### config.mk
export PLATFORM = sky130hd
export DESIGN_NAME = if_id_decode_reg
export DESIGN_NICKNAME = d
export VERILOG_FILES = /design/src/rtl/mips_pkg.sv /design/src/rtl/eop_decode.sv /design/src/rtl/if_id_decode_reg.sv
export SDC_FILE = /design/constraint.sdc
export NUM_CORES = 1
export LEC_CHECK = 0
export BUFFER_PORTS_ARGS = -buffer_cell sky130_fd_sc_hd__clkbuf_2
export CORE_MARGIN = 4
export CORE_UTILIZATION = 50
export DETAILED_ROUTE_END_ITERATION = 16
export GPL_TIMING_DRIVEN = 0
export MAX_ROUTING_LAYER = met4
export PLACE_DENSITY = 0.86
export SKIP_LAST_GASP = 1
export SYNTH_ARGS = -nofsm -noshare
export SYNTH_HDL_FRONTEND = slang
export SYNTH_SLANG_ARGS = --single-unit
export TNS_END_PERCENT = 30
### constraint.sdc
create_clock -name clk -period 3.9 [get_ports clk]
set_input_delay 0.39 -clock clk [delete_from_list [all_inputs] [get_ports clk]]
set_output_delay 0.39 -clock clk [all_outputs]
set_load 0.005 [all_outputs]
### src/rtl/mips_pkg.sv
// Shared MIPS opcode and immediate-extension (EOp) definitions used by the
// IF/ID register, the immediate extender and the control unit.
package mips_pkg;

  // Primary opcodes, instr[31:26]
  localparam logic [5:0] OP_RTYPE  = 6'b000000;
  localparam logic [5:0] OP_REGIMM = 6'b000001;
  localparam logic [5:0] OP_J      = 6'b000010;
  localparam logic [5:0] OP_JAL    = 6'b000011;
  localparam logic [5:0] OP_BEQ    = 6'b000100;
  localparam logic [5:0] OP_BNE    = 6'b000101;
  localparam logic [5:0] OP_BLEZ   = 6'b000110;
  localparam logic [5:0] OP_BGTZ   = 6'b000111;
  localparam logic [5:0] OP_ADDI   = 6'b001000;
  localparam logic [5:0] OP_ADDIU  = 6'b001001;
  localparam logic [5:0] OP_SLTI   = 6'b001010;
  localparam logic [5:0] OP_SLTIU  = 6'b001011;
  localparam logic [5:0] OP_ANDI   = 6'b001100;
  localparam logic [5:0] OP_ORI    = 6'b001101;
  localparam logic [5:0] OP_XORI   = 6'b001110;
  localparam logic [5:0] OP_LUI    = 6'b001111;
  localparam logic [5:0] OP_LW     = 6'b100011;
  localparam logic [5:0] OP_SW     = 6'b101011;

  // EOp select for ext: zero-extend, sign-extend, upper-half, branch offset
  localparam logic [1:0] EOP_ZERO = 2'd0;
  localparam logic [1:0] EOP_SIGN = 2'd1;
  localparam logic [1:0] EOP_LUI  = 2'd2;
  localparam logic [1:0] EOP_BR   = 2'd3;

  localparam int INSTR_W = 32;

  function automatic logic [5:0] opcode_of(input logic [INSTR_W-1:0] instr);
    return instr[31:26];
  endfunction

endpackage

### src/rtl/eop_decode.sv
// Combinational opcode pre-decode: selects the ext mode and flags whether the
// instruction consumes the extended immediate at all.
module eop_decode
  import mips_pkg::*;
(
  input  logic [5:0] op,
  output logic [1:0] eop,
  output logic       imm_used
);

  // Opcode to EOp / imm_used lookup
  always_comb begin
    eop      = EOP_ZERO;
    imm_used = 1'b0;
    case (op)
      OP_ANDI, OP_ORI, OP_XORI: begin
        eop      = EOP_ZERO;
        imm_used = 1'b1;
      end
      OP_ADDI, OP_ADDIU, OP_SLTI, OP_SLTIU, OP_LW, OP_SW: begin
        eop      = EOP_SIGN;
        imm_used = 1'b1;
      end
      OP_LUI: begin
        eop      = EOP_LUI;
        imm_used = 1'b1;
      end
      OP_BEQ, OP_BNE, OP_BLEZ, OP_BGTZ, OP_REGIMM: begin
        eop      = EOP_BR;
        imm_used = 1'b1;
      end
      default: begin
        eop      = EOP_ZERO;
        imm_used = 1'b0;
      end
    endcase
  end

endmodule

### src/rtl/if_id_decode_reg.sv
// IF/ID pipeline register: captures instruction and PC+4, registers the
// pre-decoded EOp for ext, and counts stall cycles (saturating).
module if_id_decode_reg
  import mips_pkg::*;
#(
  parameter int PC_W  = 32,
  parameter int CNT_W = 16
) (
  input  logic              clk,
  input  logic              reset,
  input  logic [31:0]       instr_f,
  input  logic [PC_W-1:0]   pc4_f,
  input  logic              stall,
  input  logic              flush,
  output logic [31:0]       instr_d,
  output logic [PC_W-1:0]   pc4_d,
  output logic              valid_d,
  output logic [4:0]        rs_d,
  output logic [4:0]        rt_d,
  output logic [4:0]        rd_d,
  output logic [4:0]        shamt_d,
  output logic [15:0]       imm_d,
  output logic [1:0]        eop_d,
  output logic              imm_used_d,
  output logic [CNT_W-1:0]  stall_cnt
);

  logic [1:0]       eop_f_s;
  logic             imm_used_f_s;
  logic             hold_s;
  logic             cnt_sat_s;

  logic [31:0]      instr_r;
  logic [PC_W-1:0]  pc4_r;
  logic             valid_r;
  logic [1:0]       eop_r;
  logic             imm_used_r;
  logic [CNT_W-1:0] stall_cnt_r;

  eop_decode u_eop_decode (
    .op       (opcode_of(instr_f)),
    .eop      (eop_f_s),
    .imm_used (imm_used_f_s)
  );

  // flush outranks stall, so a stall cycle is counted only when not flushed
  assign hold_s    = stall & ~flush;
  assign cnt_sat_s = (stall_cnt_r == {CNT_W{1'b1}});

  // Pipeline register update: flush > stall > load
  always_ff @(posedge clk or posedge reset) begin
    if (reset) begin
      instr_r    <= 32'd0;
      pc4_r      <= {PC_W{1'b0}};
      valid_r    <= 1'b0;
      eop_r      <= EOP_ZERO;
      imm_used_r <= 1'b0;
    end else if (flush) begin
      instr_r    <= 32'd0;
      pc4_r      <= {PC_W{1'b0}};
      valid_r    <= 1'b0;
      eop_r      <= EOP_ZERO;
      imm_used_r <= 1'b0;
    end else if (stall) begin
      instr_r    <= instr_r;
      pc4_r      <= pc4_r;
      valid_r    <= valid_r;
      eop_r      <= eop_r;
      imm_used_r <= imm_used_r;
    end else begin
      instr_r    <= instr_f;
      pc4_r      <= pc4_f;
      valid_r    <= 1'b1;
      eop_r      <= eop_f_s;
      imm_used_r <= imm_used_f_s;
    end
  end

  // Saturating stall-cycle counter, cleared only by reset
  always_ff @(posedge clk or posedge reset) begin
    if (reset) begin
      stall_cnt_r <= {CNT_W{1'b0}};
    end else if (hold_s && !cnt_sat_s) begin
      stall_cnt_r <= stall_cnt_r + {{(CNT_W-1){1'b0}}, 1'b1};
    end else begin
      stall_cnt_r <= stall_cnt_r;
    end
  end

  assign instr_d    = instr_r;
  assign pc4_d      = pc4_r;
  assign valid_d    = valid_r;
  assign eop_d      = eop_r;
  assign imm_used_d = imm_used_r;
  assign stall_cnt  = stall_cnt_r;

  assign rs_d    = instr_r[25:21];
  assign rt_d    = instr_r[20:16];
  assign rd_d    = instr_r[15:11];
  assign shamt_d = instr_r[10:6];
  assign imm_d   = instr_r[15:0];

endmodule

==> metrics.md <==
| Metric | Value |
|---|---|
| Status | complete, no violations |
| Setup bufs post-CTS | 0 |
| Setup violations, final | 0 |
| DR vias/cell | 4.97 |
| Hold Slack | 69.4 ps |
| Clock power frac | 0.334 |
| Reg2reg path depth | 5 |
| Max FO, Critical Path | 7 |
| Post-cts sizing count | 0 |
| Largest family of logic cells by synthesized area | multiplexers |
| Root Buffer | clkbuf_8 |
| Worst Hold Class | input port to async pin |
| Global router's overall resource usage | 0.219 |
| Die X | 95.8 um |
| Final worst slack | 1930 ps |
| Fin Clk Skew | 5.64 ps |
| R2r endpoint | stall_cnt[1] |
| Post-Syn Area | 3850 sq um |
| Num CTS Buffers | 9 |
| H-tree Lvls | 3 |
| Multiplexer area fraction after synthesis | 0.178 |
| Yosys top cell by area | dfrtp_1 |
| Initial core utilization | 0.523 |
| Area grow syn2layout | 33.7% |
| Vias in the first global route | 3143 |
| Grt ovf | 0 |
| Syn. warnings | 0 |
| Drt first pass iters | 4 |
| XOR/XNOR share of the synthesized area | 0.0227 |
| Worst Setup End Kind | register |
| N_diodes | 0 |
| Compound-Gate Fraction of Synth Area | 0.0234 |
| Syn_nets | 411 |
| DP Worst Slack | 1950 ps |
| Switching share of power | 0.269 |
| WL final | 9710 um |
| FF-to-FF setup slack | 1930 ps |
| Unrepaired setup endpoints after global routing | no |
| Port bufs | 185 |
| Post-route design area | 5150 sq um |
| Synth area leaders | dfrtp_1, mux2i_1, buf_4 |
| Worst setup path category | register to register |
| #FFs+latches synth | 84 |
| WP data arrival | 2190 ps |
| Final ANT Viol Nets | 0 |
| Min Tclk post-route | 1970 ps |
| WL/cell | 15.1 um |
| Worst R2R Start | stall_cnt[0] |
| Clk Latency, worst-skew pair | 330 ps |
| Post-cts hold buffer count | 0 |
| Synth cell types | 38 |
| Post-DP HPWL | 7690 um |
| Synth Flop Type | dfrtp_1 |
| GPL Wtd Cong | 0.805 |
| Register area share after synthesis | 0.546 |
| Final #Nets | 608 |
| Die height | 95.8 um |
| Final Hold Fails | 0 |
| Clock transition at path regs | 80 ps |
| Sequential share of power | 0.493 |
| Global-route wire length before repair | 15100 um |
| Drt drc | 0 |
| Worst VDD drop | 255 uV |
| Cell Area, Placed | 4920 sq um |
| Synth top area share | 0.546 |
| Pint | 1500 uW |
| Setup TNS | 0 ps |
| Clock Sinks | 84 |
| Relative slew slack | 0.629 |
| Critical path startpoint category | register |
| Core Rows | 31 |
| Leak Pwr | 0.00299 uW |
| DP Cell Count | 627 |
| Commonest cells post-synth | dfrtp_1, nor2_1, mux2i_1 |
| Synth Area in Adders | 0.00325 |
| Number of fill cells | 586 |
| Count leader, synth | dfrtp_1 |
| Logic pwr share | 0.172 |
| Fin crit share | 0.505 |
| Clock tree buffer depth | 2 |
| Worst Tran Pin Value | 556 ps |
| CP required | 4120 ps |
| Highest clock rate | 508 MHz |
| IO Count | 188 |
| Iter 0 DRT Violations | 75 |
| Fraction of layout cells with a size suffix above 1 | 0.469 |
| Largest net degree at the start of global routing | 47 |
| Syn Area/Cell | 11.3 sq um |
| Syn Inst Count | 342 |
| Switching power total | 551 uW |
| Simple-gate share of the synthesized area | 0.136 |
| Max-slew violations | 0 |
| Die area | 9170 sq um |
| Antenna violations before repair | 0 |
| Ys async rst share | 1.00 |
| Via count | 3196 |
| Post-synth EDFFs | 0 |
| MaxCap Viol Count | 0 |
| TritonCTS clock tree | yes |
| Cell Pwr Density | 398 nW/um^2 |
| Core Box Area | 7370 sq um |
| Layout Cells excl Fill | 643 |
[critical path, stage by stage, from the launching register on]
cell      delay, ps
dfrtp_1         430
ha_1            250
nand3_1         140
nor4_4          490
nand2b_2        240
mux2_1          320
[metal layers]
layer / global-route usage / up-vias / share of wire / routed length (um)
met4: 0.0652 / 0 / 0.011 / 106
met3: 0.0453 / 10 / 0.064 / 626
met1: 0.246 / 1555 / 0.38 / 3720
li1: - / 1510 / - / -
met2: 0.392 / 121 / 0.54 / 5260
met5: - / - / 0 / 0
[power by group through the flow]
stage	logic, uW	clock network [uW]	registers, uW
finish	353	685	1010
global route	394	745	1020
CTS	361	705	1010
detailed placement	359	0	1030
global placement	341	0	1020
floorplan	183	0	1020
[cells by family (layout without fill, tap and decap cells)]
group,after synthesis,in the layout
compound gates,15,15
xor+xnor,10,10
fa+ha+maj,1,1
buf+inv,55,257
flops,84,84
mux,68,68
simple gates,109,109
[cell usage in the layout, fill, tap and decap left out, types with 2 or more instances in the layout]
cell type / n
mux2_2: 3
buf_2: 8
and3_1: 2
nand4_1: 4
nor3_1: 5
bufinv_16: 2
inv_1: 2
clkbuf_1: 8
clkinv_4: 2
nand3_1: 2
xnor2_1: 3
buf_4: 36
a21oi_1: 7
clkinv_2: 2
mux2i_1: 64
dfrtp_1: 84
o21ai_0: 2
clkbuf_8: 10
nand4b_1: 3
xor2_1: 7
nand2_1: 11
nor2_1: 70
clkbuf_2: 185
[flip-flops by register name (all words and copies together), names as in the netlist]
signal,cells
valid_d,1
pc4_d,32
imm_used_d,1
stall_cnt,16
eop_d,2
instr_d,32
[through the flow]
stage,power (uW),utilization
final,2050,0.699
after global placement,1360,0.665
after floorplan,1200,-
after detailed placement,1390,0.668
after global routing,2160,0.699
after CTS,2080,0.699
[layout make-up]
class                      instances  area [sq um]  share of cell area
clock buffer                      10           138              0.0267
sequential                        84          2100               0.408
buffer                            52           340              0.0661
timing repair buffer             186           946               0.184
inverter                           3          13.8             0.00267
clock inverter                     6          87.6              0.0170
multi-input combinational        203          1400               0.272
tap                               99           124              0.0241
[worst max-delay path by stage]
stage / start / end / slack, ps / depth (start not counted)
floorplan: reset / eop_d[0] / 1340 / 1
global placement: reset / pc4_d[28] / 500 / 2
detailed placement: stall_cnt[0] / stall_cnt[1] / 1950 / 5
CTS: stall_cnt[0] / stall_cnt[1] / 1940 / 5
global route: stall_cnt[0] / stall_cnt[1] / 1820 / 5
finish: stall_cnt[0] / stall_cnt[1] / 1930 / 5
(Power assumes the default switching activity.)
